[config.mk]
export PLATFORM = sky130hd
export DESIGN_NAME = traffic_b_detector_flat
export DESIGN_NICKNAME = d
export VERILOG_FILES = /design/src/rtl/traffic_b_detector_if.sv /design/src/rtl/traffic_b_detector.sv /design/src/flat_wrapper.sv
export SDC_FILE = /design/constraint.sdc
export NUM_CORES = 1
export LEC_CHECK = 0
export CAP_MARGIN = 20
export CORE_UTILIZATION = 51
export CTS_BUF_LIST = sky130_fd_sc_hd__clkbuf_8
export DETAILED_ROUTE_END_ITERATION = 7
export PLACE_DENSITY = 0.91
export REMOVE_ABC_BUFFERS = 1
export SLEW_MARGIN = 5
export SYNTH_ARGS = -nofsm -noshare
export SYNTH_HDL_FRONTEND = slang
export SYNTH_SLANG_ARGS = --single-unit
[constraint.sdc]
create_clock -name clk -period 2.2 [get_ports clk]
set_clock_uncertainty 0.2 [all_clocks]
set_input_delay 0.22 -clock clk [delete_from_list [all_inputs] [get_ports clk]]
set_output_delay 0.22 -clock clk [all_outputs]
set_load 0.05 [all_outputs]
[src/rtl/traffic_b_detector_if.sv]
// Signal bundle between the lane-B loop pad, the detector and the traffic light controller.
// The detector drives the slave side; a driver or testbench takes the master side.
interface traffic_b_detector_if #(
    parameter int CNT_W = 8
);
    // Handshake: traffic_B is a level request that stays high until green_light_B
    // acknowledges it; the acknowledge counts only once the request is already latched.
    logic             loop_raw;
    logic             green_light_B;
    logic             cnt_clr;
    logic             traffic_B;
    logic             presence;
    logic [CNT_W-1:0] vehicle_cnt;
    logic             det_fault;

    modport slave (
        input  loop_raw, green_light_B, cnt_clr,
        output traffic_B, presence, vehicle_cnt, det_fault
    );

    modport master (
        output loop_raw, green_light_B, cnt_clr,
        input  traffic_B, presence, vehicle_cnt, det_fault
    );
endinterface

[src/rtl/traffic_b_detector.sv]
// Lane-B vehicle detector: sync + debounce of the loop, latched demand until served, arrival count.
// Define DET_STUCK_FAULT_EN to add the stuck-loop monitor and the fail-safe FAULT state.
module traffic_b_detector #(
    parameter int DEBOUNCE_CYCLES = 8,
    parameter int CNT_W           = 8,
    parameter int STUCK_CYCLES    = 1000
) (
    input  logic                        clk,
    input  logic                        rst,
    traffic_b_detector_if.slave         det,
    output logic [1:0]                  state_dbg
);
    localparam int               DEB_W    = $clog2(DEBOUNCE_CYCLES);
    localparam logic [DEB_W-1:0] DEB_LAST = DEB_W'(DEBOUNCE_CYCLES - 1);
    localparam logic [CNT_W-1:0] CNT_MAX  = '1;

    typedef enum logic [1:0] {
        IDLE  = 2'd0,
        REQ   = 2'd1,
        SERVE = 2'd2
`ifdef DET_STUCK_FAULT_EN
        , FAULT = 2'd3
`endif
    } state_t;

    logic             s1, s2;
    logic [DEB_W-1:0] deb_cnt;
    logic             deb_hit;
    logic             presence_q, presence_d, presence_n;
    logic             rise;
    logic [CNT_W-1:0] cnt_q;
    state_t           state_q, state_n;
    logic             traffic_q, traffic_n;

    assign deb_hit    = (s2 != presence_q) && (deb_cnt == DEB_LAST);
    assign presence_n = deb_hit ? ~presence_q : presence_q;
    // An arrival is the first cycle the debounced presence is seen high.
    assign rise       = presence_q & ~presence_d;

    always_ff @(posedge clk) begin
        if (rst) begin
            s1         <= 1'b0;
            s2         <= 1'b0;
            deb_cnt    <= '0;
            presence_q <= 1'b0;
            presence_d <= 1'b0;
        end else begin
            s1         <= det.loop_raw;
            s2         <= s1;
            presence_q <= presence_n;
            presence_d <= presence_q;
            if ((s2 == presence_q) || deb_hit) deb_cnt <= '0;
            else                               deb_cnt <= deb_cnt + DEB_W'(1);
        end
    end

    always_ff @(posedge clk) begin
        if (rst)                         cnt_q <= '0;
        else if (det.cnt_clr)            cnt_q <= rise ? CNT_W'(1) : '0;
        else if (rise && cnt_q != CNT_MAX) cnt_q <= cnt_q + CNT_W'(1);
    end

`ifdef DET_STUCK_FAULT_EN
    localparam int               STUCK_W    = $clog2(STUCK_CYCLES + 1);
    localparam logic [STUCK_W-1:0] STUCK_LAST = STUCK_W'(STUCK_CYCLES - 1);

    logic [STUCK_W-1:0] stuck_cnt;
    logic               stuck_hit;
    logic               fault_q, fault_n;

    // Counter parks one short of the limit, so the hit stays asserted while the loop stays on.
    assign stuck_hit = presence_q && (stuck_cnt == STUCK_LAST);

    always_ff @(posedge clk) begin
        if (rst || !presence_q)          stuck_cnt <= '0;
        else if (stuck_cnt != STUCK_LAST) stuck_cnt <= stuck_cnt + STUCK_W'(1);
    end
`else
    // STUCK_CYCLES only matters when the stuck-loop monitor is built in.
    logic unused_stuck_cfg;
    assign unused_stuck_cfg = ^STUCK_CYCLES;
`endif

    always_comb begin
        state_n   = state_q;
        traffic_n = 1'b0;
`ifdef DET_STUCK_FAULT_EN
        fault_n   = 1'b0;
`endif
        case (state_q)
            IDLE:    if (rise) state_n = REQ;
            REQ:     if (det.green_light_B) state_n = SERVE;
            SERVE:   if (!det.green_light_B) state_n = presence_q ? REQ : IDLE;
`ifdef DET_STUCK_FAULT_EN
            FAULT:   if (!presence_q) state_n = IDLE;
`endif
            default: state_n = IDLE;
        endcase
`ifdef DET_STUCK_FAULT_EN
        if (stuck_hit) state_n = FAULT;
`endif
        // Outputs are registered from the next-state decode so they line up with state_q.
        case (state_n)
            REQ:     traffic_n = 1'b1;
            SERVE:   traffic_n = presence_n;
`ifdef DET_STUCK_FAULT_EN
            FAULT: begin
                traffic_n = 1'b1;
                fault_n   = 1'b1;
            end
`endif
            default: traffic_n = 1'b0;
        endcase
    end

    always_ff @(posedge clk) begin
        if (rst) begin
            state_q   <= IDLE;
            traffic_q <= 1'b0;
        end else begin
            state_q   <= state_n;
            traffic_q <= traffic_n;
        end
    end

`ifdef DET_STUCK_FAULT_EN
    always_ff @(posedge clk) begin
        if (rst) fault_q <= 1'b0;
        else     fault_q <= fault_n;
    end
    assign det.det_fault = fault_q;
`else
    assign det.det_fault = 1'b0;
`endif

    assign det.traffic_B   = traffic_q;
    assign det.presence    = presence_q;
    assign det.vehicle_cnt = cnt_q;
    assign state_dbg       = state_q;
endmodule

[src/flat_wrapper.sv]
// flat-port wrapper written by rule: the top's interface ports become plain ports
module traffic_b_detector_flat 
#(
    parameter int DEBOUNCE_CYCLES = 8,
    parameter int CNT_W           = 8,
    parameter int STUCK_CYCLES    = 1000
)
  (clk, rst, state_dbg, det_loop_raw, det_green_light_B, det_cnt_clr, det_traffic_B, det_presence, det_vehicle_cnt, det_det_fault);
  traffic_b_detector_if #(.CNT_W(CNT_W)) det_i ();
  input  logic clk;
  input  logic rst;
  output logic [1:0] state_dbg;
  input wire logic [$bits(det_i.loop_raw)-1:0] det_loop_raw;
  input wire logic [$bits(det_i.green_light_B)-1:0] det_green_light_B;
  input wire logic [$bits(det_i.cnt_clr)-1:0] det_cnt_clr;
  output wire logic [$bits(det_i.traffic_B)-1:0] det_traffic_B;
  output wire logic [$bits(det_i.presence)-1:0] det_presence;
  output wire logic [$bits(det_i.vehicle_cnt)-1:0] det_vehicle_cnt;
  output wire logic [$bits(det_i.det_fault)-1:0] det_det_fault;
  assign det_i.loop_raw = det_loop_raw;
  assign det_i.green_light_B = det_green_light_B;
  assign det_i.cnt_clr = det_cnt_clr;
  assign det_traffic_B = det_i.traffic_B;
  assign det_presence = det_i.presence;
  assign det_vehicle_cnt = det_i.vehicle_cnt;
  assign det_det_fault = det_i.det_fault;
  traffic_b_detector #(.DEBOUNCE_CYCLES(DEBOUNCE_CYCLES), .CNT_W(CNT_W), .STUCK_CYCLES(STUCK_CYCLES)) u_core (.clk(clk), .rst(rst), .det(det_i), .state_dbg(state_dbg));
endmodule
# Word level (Yosys, flattened, before mapping)
# Index checks and enable logic that the tools add are counted.
[word_totals]
ff_bits = 18
in_bits = 5
output_inout_bits = 13
elab_cells = 37
[op_classes]
n_addsub = 2
n_eq_ne = 8
n_mux = 10
n_bitwise = 3
reduce_logical = 6
[ops]
columns = ["operator", "count"]
rows = [
  ["2-to-1 mux 8 bit", 2],
  ["adder 8 x 1 -> 8 bit, second input constant", 1],
  ["inequality test 8 bit, second input constant", 1],
  ["2-to-1 mux 2 bit", 3],
  ["case mux 2 bit (3 select lines)", 1],
  ["== test 2 x 1 -> 1 bit, second input constant", 2],
  ["== test 2 bit, second input constant", 2],
  ["adder 3 x 1 -> 3 bit, second input constant", 1],
  ["== test 3 bit, second input constant", 1],
  ["2-to-1 mux 1 bit", 3],
  ["logical AND 1 bit", 2],
  ["zero test 2 bit", 1],
  ["NOT 1 bit", 2],
  ["case mux 1 bit (2 select lines)", 1],
  ["nonzero test 2 bit", 1],
  ["OR reduction 2 bit", 1],
  ["bitwise AND 1 bit", 1],
  ["== test 1 bit", 1],
  ["logical OR 1 bit", 1],
  ["inequality test 1 bit", 1],
]

# Longest topological paths before layout
[depth]
word_depth = 6
depth_mapped = 8
mapped_depth_nobuf = 8

# Worst setup path before layout
# Ideal clock, no wire load.
[synth_path]
path_kind = "reg-to-reg"
startpoint = "register u_core.cnt_q[0], in the netlist u_core.det.vehicle_cnt[0]"
endpoint = "register u_core.cnt_q[0], in the netlist u_core.det.vehicle_cnt[0]"
setup_time_ns = 0.134
arrival_time_ns = 1.578
required_ns = 1.866
path_slack_ns = 0.288
stages_incl_launch_ff = 6
path_buffers = 0
period_less_slack_ns = 1.912
cell_sequence = "dfxtp_1 > ha_1 > nand3_1 > o21ai_4 > a2bb2oi_1 > a21oi_1"
[synth_between]
elab_chain_cells = 3
elab_cells_between_ends = 6
cone_classes = "1 x add/sub; 1 x eq/ne; 2 x mux; 2 x reduce/logical"
[synth_lines]
columns = ["item", "line_no", "text"]
rows = [
  ["start: declaration", "traffic_b_detector.sv:31", "logic [CNT_W-1:0] cnt_q;"],
  ["start signal: assignment", "traffic_b_detector.sv:59", "else if (det.cnt_clr) cnt_q <= rise ? CNT_W'(1) : '0;"],
  ["start signal: assignment", "traffic_b_detector.sv:60", "else if (rise && cnt_q != CNT_MAX) cnt_q <= cnt_q + CNT_W'(1);"],
  ["adder 8 x 1 -> 8 bit / inequality test 8 bit (equally long branches)", "traffic_b_detector.sv:60", ""],
  ["2-to-1 mux 8 bit / logical AND 1 bit (equally long branches)", "traffic_b_detector.sv:60", ""],
  ["2-to-1 mux 8 bit / nonzero test 2 bit (equally long branches)", "--", ""],
]
# Several ways; a longest one is shown, not always the timed one. The select of a mux whose other input is x is not followed.
# A chain may end at the register's enable or synchronous reset.

# Worst setup path in the final report
[layout_path]
startpoint = "register u_core.cnt_q[3], in the netlist u_core.det.vehicle_cnt[3]"
endpoint = "output port det_vehicle_cnt[3]"
[layout_rtl]
columns = ["item", "line_no", "text"]
rows = [
  ["end: declaration", "flat_wrapper.sv:18", "output wire logic [$bits(det_i.vehicle_cnt)-1:0] det_vehicle_cnt;"],
]
# No word-level cell between the ends.

==> run metrics <==
Post-CTS Hold Buffers 0; Tmin final roughly 2 ns; RR Startpoint u_core.det.vehicle_cnt[0]$_SDFFE_PP0P_; Critical Path End Type output port; gr ovfl total 0; core footprint 1506 um2; Setup CP Type reg2out; CP cell instances clkdlybuf4s50_1; post-detailed-route count of antenna-violating nets 0; aggregate routed wire length between 1.5 and 2 mm; worst path arrival time roughly 1.5 ns; fmax ~0.51 GHz; reg2reg setup slack around 0.46 ns; hold endpoint u_core.deb_cnt[0]$_SDFF_PP0_; Tot GR Track Use 20.49%; first-pass GRT wire length ~2.7 mm; post-route cell area a little over 1000 um2; FP Rows 14; H-tree lvl count 1; Yosys top cell by area dfxtp_1; post_cts resized 0; top post-synthesis cells by area dfxtp_1 44%, ha_1 7.7%, mux2i_1 3.7%, nor2_1 3.7%, xor2_1 3.2%; clk slew on worst S/H paths roughly 0.06 ns; Mapped Cells 85; 1st-iter DRT viols 12; top-count cell post-synth dfxtp_1; asr flop ratio synth 0%; vias post-DR about 660; vias per cell roughly 5.6; Largest stage delay, worst path about 0.85 ns; maximum vdd drop 344.0 uV; chip height approximately 42 um; Placed Cells roughly 120; post-layout util 68.19%; sequential area share after synthesis 44.24%; initial core utilization a little over half; CTS root buffer clkbuf_8; Synth Flop Type dfxtp_1; hold-critical path depth 1; clock latency on the worst-skew pair 0.25 ns; hold_ws about 0.23 ns; RSZ-0062 raised after global routing no; total buffers and inverters traversed by the critical path 1; Slew @ Worst Pin around 0.5 ns; detailed-router iteration count before antenna repair 4; CTS max path bufs 2; Post-synth top cells 18 x dfxtp_1, 8 x nor2_1, 5 x ha_1, 5 x nand2_1; Pwr Density 558.0 nW/um2; relative slew slack about 67%; NumNets Final 114; Non-Filler Instances roughly 120; maximum fanout along the worst path 6; Setup TNS 0 ns; crit start category flop; PnR worst setup slack 0.2416 ns; DR DRC count 0; Die X 41.97 um; EDFF count, synth 0; period utilization 89.02%; Final Power between 500 and 600 uW; top cell family by delay on the critical path buffers and inverters; fill count 120; max-cap violations 0; Post-Syn Area 814.5 um2; RR Endpoint u_core.det.vehicle_cnt[5]$_SDFFE_PP0P_; worst min-delay path startpoint u_core.deb_cnt[0]$_SDFF_PP0_; cts bufs inserted 3; Die Footprint between 1500 and 2000 um2; dpl ws between 0.2 and 0.25 ns; clock net sink count 18; number of diodes 0; cells on worst reg2reg path 5; Final Hold Fails 0; number of global-route vias before repair roughly 660; synth warn 0; Pleak around 0.43 nW; setup violators final 0; status completed; initial antenna violation count 0; Synth top area share between 40% and 50%; Yosys cell types 33; wire length per cell around 14 um; synth-to-layout area growth 26.11%; Port Buf Inserts 16; layout cells sized above 1 8.824%; # IOs 18; Post-DP HPWL approximately 1.2 mm; CP required about 1.8 ns; pin count of the biggest net entering global routing 12; post-CTS repair timing setup buffer count 0; Final GP Congestion between 0.7 and 0.8; Slowest cell on crit path clkdlybuf4s50_1; worst min-delay path category reg2reg; CTS tree yes; Final Max Tran Viols 0; Synth Area per Inst 9.583 um2; placed instance area 985.9 um2; synthesized flop and latch total 18
==> layer usage <==
metal  routed length, um  GRT usage [%]  vias up
met3                  34          3.913        4
li1                    -              -      327
met1                 735          24.24      320
met5                   0              0        -
met2                 806          35.31       11
met4                  22          9.677        0
==> placed cells by master, fill, tap and decap left out <==
cell              n
or2_0             1
xnor2_1           1
nand3b_1          1
nand2_1           5
and2b_4           1
a21oi_1           4
a2bb2oi_1         1
nand3_1           2
nand4_2           1
o31ai_1           1
xor2_1            3
o211ai_2          1
clkbuf_8          3
nor2b_1           3
ha_1              5
o21ai_0           1
buf_4             1
or4_1             3
mux2i_1           3
nor2b_2           1
o211ai_1          3
or3_1             1
nor2_1            8
and3_1            2
clkdlybuf4s50_1  16
nor3_1            2
o21ai_4           1
nor4_1            1
a31oi_1           1
and2_1            2
dfxtp_1          18
inv_1             4
conb_1            1
==> cell families after synthesis <==
| group | after synthesis | synth area share (%) |
|---|---|---|
| compound gates | 13 | 12.14 |
| buf+inv | 7 | 3.839 |
| mux | 3 | 3.687 |
| flops | 18 | 44.24 |
| xor+xnor | 4 | 4.302 |
| other cells | 1 | 0.4604 |
| simple gates | 34 | 23.66 |
| fa+ha+maj | 5 | 7.680 |
==> sequential cells by signal, indices dropped and copies added, names as in the netlist <==
name                    flops
u_core.det.traffic_B        1
u_core.det.presence         1
u_core.state_dbg            2
u_core.det.vehicle_cnt      8
u_core.s1                   1
u_core.presence_d           1
u_core.deb_cnt              3
u_core.s2                   1
==> worst max path at each step <==
| stage | startpoint | endpoint | slack, ns | depth (start not counted) |
|---|---|---|---|---|
| 2_1_floorplan | u_core.det.vehicle_cnt[0]$_SDFFE_PP0P_ | u_core.det.vehicle_cnt[1]$_SDFFE_PP0P_ | 0.28 | 5 |
| 3_3_place_gp | det_green_light_B | u_core.det.traffic_B$_SDFF_PP0_ | 0.28 | 8 |
| 3_5_place_dp | det_green_light_B | u_core.det.traffic_B$_SDFF_PP0_ | 0.23 | 8 |
| 4_1_cts | u_core.det.presence$_SDFF_PP0_ | det_presence | 0.25 | 1 |
| 5_1_grt | u_core.det.presence$_SDFF_PP0_ | det_presence | 0.21 | 1 |
| 6_report | u_core.det.vehicle_cnt[3]$_SDFFE_PP0P_ | det_vehicle_cnt[3] | 0.24 | 1 |
==> report_power, final <==
part | switching [mW] | total [mW] | internal (mW) | leakage, nW
Sequential | 0.000880 | 0.329 | 0.328 | 0.145
Clock | 0.100 | 0.222 | 0.121 | 0.0216
Combinational | 0.0125 | 0.0226 | 0.0101 | 0.260
Total | 0.114 | 0.573 | 0.460 | 0.427
==> layout make-up <==
cell class	count	area [um2]	area share (%)
flip-flops and latches	18	360.3	35.08
clock buffers	3	41.29	4.019
multi-input cells	60	422.9	41.17
inverters	4	15.01	1.462
repair buffers	17	167.7	16.32
well taps	16	20.02	1.949
No activity file was read; power rests on OpenSTA's default activity.
